--- src/rtl/avl_stream_if.sv ---
// Avalon-ST style stream bundle with sop/eop framing and byte-empty field.
interface avl_stream_if #(
  parameter int WIDTH   = 40,
  parameter int EMPTY_W = 2
);
  logic [WIDTH-1:0]   data;
  logic               valid;
  logic               ready;
  logic               sop;
  logic               eop;
  logic [EMPTY_W-1:0] empty;

  modport tx (output data, valid, sop, eop, empty, input ready);
  modport rx (input data, valid, sop, eop, empty, output ready);
endinterface

--- src/rtl/stats_unpacker_avlstrm.sv ---
// Unpacks framed {addr,val} stats beats into a CSR-readable register array.
// Optional STATS_UNPACK_COHERENT_EN: shadow array + COMMIT state for atomic frames.
module stats_unpacker_avlstrm #(
  parameter int NUM_REGS   = 64,
  parameter int REG_AWIDTH = 8,
  parameter int VAL_WIDTH  = 32
) (
  input  logic                  Clk,
  input  logic                  Rst_n,
  avl_stream_if.rx              in,
  input  logic [REG_AWIDTH-1:0] csr_address,
  input  logic                  csr_read,
  output logic [VAL_WIDTH-1:0]  csr_readdata,
  output logic                  csr_readdatavalid,
  output logic [31:0]           frame_cnt,
  output logic [31:0]           frame_err_cnt,
  output logic [31:0]           addr_err_cnt,
  output logic                  update
);
  localparam int IDX_W = (NUM_REGS > 1) ? $clog2(NUM_REGS) : 1;
  localparam logic [REG_AWIDTH:0] NUM_REGS_X = (REG_AWIDTH+1)'(NUM_REGS);

`ifdef STATS_UNPACK_COHERENT_EN
  typedef enum logic [1:0] {IDLE, FRAME, COMMIT} state_t;
`else
  typedef enum logic {IDLE, FRAME} state_t;
`endif

  state_t                state;
  logic [VAL_WIDTH-1:0]  vis [NUM_REGS];
  logic [REG_AWIDTH-1:0] beat_addr;
  logic [VAL_WIDTH-1:0]  beat_val;
  logic [IDX_W-1:0]      beat_idx;
  logic [IDX_W-1:0]      rd_idx;
  logic                  accept, stray, restart, process, in_range, wr_en, end_frame;
  logic                  rd_in_range;
  logic                  unused_empty;

  assign beat_addr    = in.data[REG_AWIDTH+VAL_WIDTH-1:VAL_WIDTH];
  assign beat_val     = in.data[VAL_WIDTH-1:0];
  assign beat_idx     = beat_addr[IDX_W-1:0];
  assign rd_idx       = csr_address[IDX_W-1:0];
  assign unused_empty = ^in.empty;

`ifdef STATS_UNPACK_COHERENT_EN
  assign in.ready = Rst_n && (state != COMMIT);
`else
  assign in.ready = Rst_n;
`endif

  // A sop-less beat outside a frame is dropped; a sop inside a frame restarts it.
  assign accept      = in.valid && in.ready;
  assign stray       = accept && (state == IDLE) && !in.sop;
  assign restart     = accept && (state == FRAME) && in.sop;
  assign process     = accept && !stray;
  assign in_range    = {1'b0, beat_addr} < NUM_REGS_X;
  assign wr_en       = process && in_range;
  assign end_frame   = process && in.eop;
  assign rd_in_range = {1'b0, csr_address} < NUM_REGS_X;

  always_ff @(posedge Clk or negedge Rst_n) begin
    if (!Rst_n) begin
      state         <= IDLE;
      frame_cnt     <= '0;
      frame_err_cnt <= '0;
      addr_err_cnt  <= '0;
      update        <= 1'b0;
    end else begin
      update <= 1'b0;
      if (stray || restart)
        frame_err_cnt <= frame_err_cnt + 32'd1;
      if (process && !in_range)
        addr_err_cnt <= addr_err_cnt + 32'd1;
      if (end_frame)
        frame_cnt <= frame_cnt + 32'd1;
`ifdef STATS_UNPACK_COHERENT_EN
      if (state == COMMIT) begin
        state  <= IDLE;
        update <= 1'b1;
      end else if (end_frame) begin
        state <= COMMIT;
      end else if (process) begin
        state <= FRAME;
      end
`else
      update <= wr_en;
      if (end_frame)
        state <= IDLE;
      else if (process)
        state <= FRAME;
`endif
    end
  end

`ifdef STATS_UNPACK_COHERENT_EN
  logic [VAL_WIDTH-1:0] shadow [NUM_REGS];
  logic [NUM_REGS-1:0]  pend;
  logic [NUM_REGS-1:0]  pend_nxt;

  // A restart forgets the abandoned frame's pending entries before marking the new beat.
  always_comb begin
    pend_nxt = restart ? '0 : pend;
    if (wr_en)
      pend_nxt[beat_idx] = 1'b1;
  end

  always_ff @(posedge Clk or negedge Rst_n) begin
    if (!Rst_n) begin
      for (int i = 0; i < NUM_REGS; i++) begin
        vis[i]    <= '0;
        shadow[i] <= '0;
      end
      pend <= '0;
    end else if (state == COMMIT) begin
      for (int i = 0; i < NUM_REGS; i++)
        if (pend[i])
          vis[i] <= shadow[i];
      pend <= '0;
    end else begin
      if (wr_en)
        shadow[beat_idx] <= beat_val;
      pend <= pend_nxt;
    end
  end
`else
  always_ff @(posedge Clk or negedge Rst_n) begin
    if (!Rst_n) begin
      for (int i = 0; i < NUM_REGS; i++)
        vis[i] <= '0;
    end else if (wr_en) begin
      vis[beat_idx] <= beat_val;
    end
  end
`endif

  // CSR read port: one-cycle latency, sees the array as it was before this edge.
  always_ff @(posedge Clk or negedge Rst_n) begin
    if (!Rst_n) begin
      csr_readdata      <= '0;
      csr_readdatavalid <= 1'b0;
    end else begin
      csr_readdatavalid <= csr_read;
      if (csr_read)
        csr_readdata <= rd_in_range ? vis[rd_idx] : '0;
    end
  end
endmodule

--- src/flat_wrapper.sv ---
// flat-port wrapper written by rule: the top's interface ports become plain ports
module stats_unpacker_avlstrm_flat 
#(
  parameter int NUM_REGS   = 64,
  parameter int REG_AWIDTH = 8,
  parameter int VAL_WIDTH  = 32
)
  (Clk, Rst_n, csr_address, csr_read, csr_readdata, csr_readdatavalid, frame_cnt, frame_err_cnt, addr_err_cnt, update, in_data, in_valid, in_sop, in_eop, in_empty, in_ready);
  avl_stream_if #(.WIDTH(REG_AWIDTH+VAL_WIDTH)) in_i ();
  input  logic Clk;
  input  logic Rst_n;
  input  logic [REG_AWIDTH-1:0] csr_address;
  input  logic csr_read;
  output logic [VAL_WIDTH-1:0] csr_readdata;
  output logic csr_readdatavalid;
  output logic [31:0] frame_cnt;
  output logic [31:0] frame_err_cnt;
  output logic [31:0] addr_err_cnt;
  output logic update;
  input wire logic [$bits(in_i.data)-1:0] in_data;
  input wire logic [$bits(in_i.valid)-1:0] in_valid;
  input wire logic [$bits(in_i.sop)-1:0] in_sop;
  input wire logic [$bits(in_i.eop)-1:0] in_eop;
  input wire logic [$bits(in_i.empty)-1:0] in_empty;
  output wire logic [$bits(in_i.ready)-1:0] in_ready;
  assign in_i.data = in_data;
  assign in_i.valid = in_valid;
  assign in_i.sop = in_sop;
  assign in_i.eop = in_eop;
  assign in_i.empty = in_empty;
  assign in_ready = in_i.ready;
  stats_unpacker_avlstrm #(.NUM_REGS(NUM_REGS), .REG_AWIDTH(REG_AWIDTH), .VAL_WIDTH(VAL_WIDTH)) u_core (.Clk(Clk), .Rst_n(Rst_n), .in(in_i), .csr_address(csr_address), .csr_read(csr_read), .csr_readdata(csr_readdata), .csr_readdatavalid(csr_readdatavalid), .frame_cnt(frame_cnt), .frame_err_cnt(frame_err_cnt), .addr_err_cnt(addr_err_cnt), .update(update));
endmodule
--- config.mk ---
export PLATFORM = sky130hd
export DESIGN_NAME = stats_unpacker_avlstrm_flat
export DESIGN_NICKNAME = d
export VERILOG_FILES = /design/src/rtl/avl_stream_if.sv /design/src/rtl/stats_unpacker_avlstrm.sv /design/src/flat_wrapper.sv
export SDC_FILE = /design/constraint.sdc
export NUM_CORES = 2
export LEC_CHECK = 0
export CAP_MARGIN = 20
export CELL_PAD_IN_SITES_DETAIL_PLACEMENT = 1
export CELL_PAD_IN_SITES_GLOBAL_PLACEMENT = 2
export CORE_MARGIN = 10
export CORE_UTILIZATION = 35
export DETAILED_ROUTE_END_ITERATION = 8
export PLACE_DENSITY = 0.69
export SLEW_MARGIN = 0
export SYNTH_ARGS = -nofsm -noshare
export SYNTH_HDL_FRONTEND = slang
export SYNTH_SLANG_ARGS = --single-unit
export TNS_END_PERCENT = 1
--- constraint.sdc ---
create_clock -name Clk -period 3.5 [get_ports Clk]
set_input_delay 0.35 -clock Clk [delete_from_list [all_inputs] [get_ports Clk]]
set_output_delay 0.35 -clock Clk [all_outputs]
set_load 0.05 [all_outputs]
Word level (Yosys, flattened, before mapping)
Cells that the tools add are included.
{"block": "word_totals", "word_cells": 106, "in_bits": 56, "out_inout_bits": 131, "regBits": 2179}
{"block": "op_classes", "reduce_logical": 15, "n_lt_le_gt_ge": 5, "muxes": 9, "n_addsub": 3, "bitwise_logic": 3}
{"operator": "$bwmux W2048", "count": 1}
{"operator": "$bmux W32 S6", "count": 1}
{"operator": "$demux W32 S6", "count": 1}
{"operator": "$mux W32", "count": 4}
{"operator": "$add A32 B1 Y32 const B", "count": 3}
{"operator": "$lt A8 B7 Y1 const B", "count": 2}
{"operator": "$ge A7 B7 Y1 const B", "count": 2}
{"operator": "$not A6 Y7", "count": 2}
{"operator": "$logic_and A1 B1 Y1", "count": 10}
{"operator": "$lt A7 B1 Y1 const B", "count": 1}
{"operator": "$logic_not A1 Y1", "count": 3}
{"operator": "$mux W1", "count": 2}
{"operator": "$reduce_bool A2 Y1", "count": 1}
{"operator": "$logic_or A1 B1 Y1", "count": 1}
{"operator": "$not A1 Y1", "count": 1}

Longest topological paths before layout
{"block": "logic_depth", "word_depth": 7, "ltp_mapped": 10, "ltp_nobuf": 6}

Least setup slack after synthesis
No wires, ideal clock.
{"block": "synth_timing", "path_type": "register to register", "start": "register u_core.addr_err_cnt[0]", "end": "register u_core.addr_err_cnt[20]", "n_path_buf": 1, "path_stages_with_launch": 8, "arrival_ns": 2.407, "t_required_ns": 3.359, "setup_time_ns": 0.141, "slack_ns": 0.952, "path_cell_list": "dfrtp_1 ha_1 nand2_1 nor4b_1 and2_0 clkbuf_1 nand4_1 xnor2_1"}
{"block": "synth_via", "elab_chain_cells": 1}
{"item": "start, declared", "line": "stats_unpacker_avlstrm.sv:17", "text": "output logic [31:0] addr_err_cnt,"}
{"item": "start signal, assigned", "line": "stats_unpacker_avlstrm.sv:73", "text": "addr_err_cnt <= addr_err_cnt + 32'd1;"}
{"item": "$add A32 B1 Y32", "line": "stats_unpacker_avlstrm.sv:73"}
No other way between the ends.
A chain may end at the register's enable or synchronous reset.

Worst setup path after layout
{"block": "layout_timing", "start": "input Rst_n", "end": "output in_ready"}
{"item": "start, declared", "line": "flat_wrapper.sv:11", "text": "input logic Rst_n;"}
{"item": "end, declared", "line": "flat_wrapper.sv:25", "text": "output wire logic [$bits(in_i.ready)-1:0] in_ready;"}
No word-level cell between the ends.

==> results_dict.tcl <==
set metrics [dict create \
    design_area_mm2 0.115 \
    critical_path_peak_fanout 66 \
    wl_per_cell_um 29.8 \
    initial_utilization_pct 35.2 \
    cts_hold_buf 1 \
    setup_tns_ns 0 \
    yosysWarnings 0 \
    seqCellArea_mm2 0.0545 \
    clkLatencyLatePin_ns 0.90 \
    finalNonFillerCells 10400 \
    cts.htree.levels 4 \
    clock_skew_ns 0.0374 \
    syn-num-nets 6402 \
    hold_path.class "input port to flip-flop" \
    synth_top_area_cell "dfrtp_1" \
    routed_wl_um 312000 \
    finalMaxSlewViolations 0 \
    gr-usage-all-layers_pct 20.3 \
    fp.dieH_um 550 \
    yosys.area.top_type_share_pct 55.4 \
    switching_share_pct 24.1 \
    pwr-share-comb_pct 7.0 \
    p_switching_uw 13500 \
    period_share_pct 87.1 \
    fp.dieW_um 550 \
    critPathLaunchType "input port" \
    dp_cells 9995 \
    cts_tree "built" \
    cp_slowest_cell "clkdlybuf4s50_1" \
    synth_flop_cell "dfrtp_1" \
    multi_input_area_mm2 0.0415 \
    path_cells "dlygate4sd3_1 > buf_16 > buf_12 > clkdlybuf4s50_1" \
    ys_top_cells_by_count "dfrtp_1 (2179), mux2_2 (2036), mux4_2 (479)" \
    synth_area_mm2 0.0983 \
    synthTopCellsByArea "dfrtp_1 (55%), mux2_2 (23%), mux4_2 (11%)" \
    rows 194 \
    coreArea_mm2 0.280 \
    worstSetupStartpoint "Rst_n" \
    irDropWorstVdd_mv 0.536 \
    antenna_found_initial 25 \
    grt_overflow 0 \
    synth_edf_count 0 \
    dp_hpwl_um 197000 \
    setup_viol 0 \
    remaining_drc_errors 0 \
    min_period_ns 3.05 \
    vias_per_cell 5.53 \
    yosys.cell_count.top_type "dfrtp_1" \
    finalHoldViolations 0 \
    seq_area_frac_synth_pct 55.4 \
    holdPathStages 2 \
    p_per_area_mw_per_mm2 487 \
    grt_max_degree 209 \
    ys_types 61 \
    path_clk_slew_ns 0.06 \
    leakagePower_uw 0.0550 \
    placement.io_buffers 184 \
    detail-route-antenna-nets 0 \
    clockRootBuffer "clkbuf_16" \
    power.internal_uw 42600 \
    gp_congestion 0.768 \
    first_iter_violations 3887 \
    fillers 27500 \
    max_stage_delay_ns 0.90 \
    crit_arrival_ns 2.70 \
    rsz0062_at_grt "no" \
    syn_area_per_cell_um2 15.5 \
    first_global_vias 63200 \
    min_from "in_eop" \
    tightestPinTransition_ns 1.24 \
    syn_to_final_growth_pct 17.1 \
    critPathKind "input port to output pin" \
    cap_violations 0 \
    relSlewSlack_pct 17.6 \
    syn_inst 6343 \
    p_seq_share_pct 46.7 \
    fmax_mhz 328 \
    detail_route.first_pass.iterations 5 \
    io_pins 187 \
    die_area_mm2 0.303 \
    cp.required_ns 3.15 \
    cts_buffer_depth 3 \
    vias 57800 \
    drive_gt1_share_pct 50.3 \
    ys_ff_latch 2179 \
    cts_buffers 232 \
    postCtsResizedCells 0 \
    end_kind "output pin" \
    grt_pass1_wl_um 456000 \
    r2r_cells 7 \
    p_total_uw 56100 \
    rr_startpoint "u_core.state" \
    synthArstFlopShare_pct 100 \
    cts.sinks 2179 \
    final_nets 6578 \
    place_area_mm2 0.107 \
    clkPwrFrac_pct 46.3 \
    cts_setup_buffers 0 \
    status "finished clean" \
]
==> per-layer routing <==
metal  track usage, %  routed length, um
met1             28.0             140000
met2             33.1             149000
met3             2.78              12000
met4             6.71              10400
met5                0                 41
==> worst max-delay path: cells and delay by family <==
family / cells / cell delay [ns]
buffers and inverters: 4 / 2.25
==> sequential cells by signal (all words and copies together), names as in the netlist <==
signal and count:
u_core.frame_cnt 32, u_core.addr_err_cnt 32, u_core.frame_err_cnt 32, u_core.csr_readdata 32, u_core.state 1, u_core.csr_readdatavalid 1
u_core.update 1, u_core.vis 2048
==> cell families (layout without fill, tap and decap cells) <==
group | Yosys count | count (layout) | share of synthesized area [%]
buffers and inverters | 615 | 986 | 2.73
other | 0 | 11 | 0
AOI/OAI and AO/OA | 241 | 241 | 1.84
xor gates and xnor gates | 94 | 94 | 0.837
muxes | 2757 | 2757 | 36.8
and+or+nand+nor | 454 | 454 | 2.31
adders and majority gates | 3 | 3 | 0.0382
DFF | 2179 | 2179 | 55.4
==> area by class of cell <==
cell class | instances | area share, %
Antenna cell | 11 | 0.0239
Timing Repair Buffer | 547 | 5.45
Inverter | 10 | 0.0348
Multi-Input combinational cell | 3549 | 36.1
Clock buffer | 353 | 6.11
Clock inverter | 76 | 0.923
Tap cell | 3724 | 4.05
Sequential cell | 2179 | 47.4
==> power groups by stage <==
stage	combinational, uW	sequential [uW]	clock (uW)
floorplan	1840	26800	0
global placement	3880	26600	0
detailed placement	3980	26600	0
CTS	3990	26200	26600
global route	4240	26300	27700
finish	3940	26200	26000
==> through the flow <==
step / hold slack [ns] / setup slack [ns] / utilization [%]
2_1_floorplan: 0.0544 / 0.952 / -
3_3_place_gp: 0.231 / 0.141 / 38.2
3_5_place_dp: 0.229 / 0.0662 / 38.2
4_1_cts: 0.0133 / 0.366 / 41.1
5_1_grt: 0.0824 / 0.306 / 41.2
6_report: 0.0803 / 0.451 / 41.2
==> final timing paths <==
kind / to / slack [ns]
worst max register to register: u_core.vis[945] / 0.61
max in group asynchronous: u_core.vis[1676] / 1.12
min in group asynchronous: u_core.frame_err_cnt[25] / 0.10
worst min-delay path: u_core.state / 0.08
worst max-delay path: in_ready / 0.45
worst min register to register: u_core.addr_err_cnt[31] / 0.47
==> layout by cell type (no fill, tap or decap), types with 32 or more instances in the layout <==
cell type,synthesis,final
clkinv_2,0,36
xnor2_1,57,57
nand2_2,0,32
mux4_2,479,479
dfrtp_1,2179,2179
clkbuf_1,266,46
nand4_1,32,32
buf_4,12,212
mux2_1,35,35
xor2_1,37,37
mux2_2,2036,2036
clkdlybuf4s50_1,0,146
clkbuf_16,0,234
a22oi_1,65,65
nand3_1,67,67
mux2i_1,207,207
nand2_1,158,126
clkbuf_8,0,73
buf_12,0,146
buf_2,265,33
nor2_4,0,34
No activity file was read; power rests on OpenSTA's default activity.
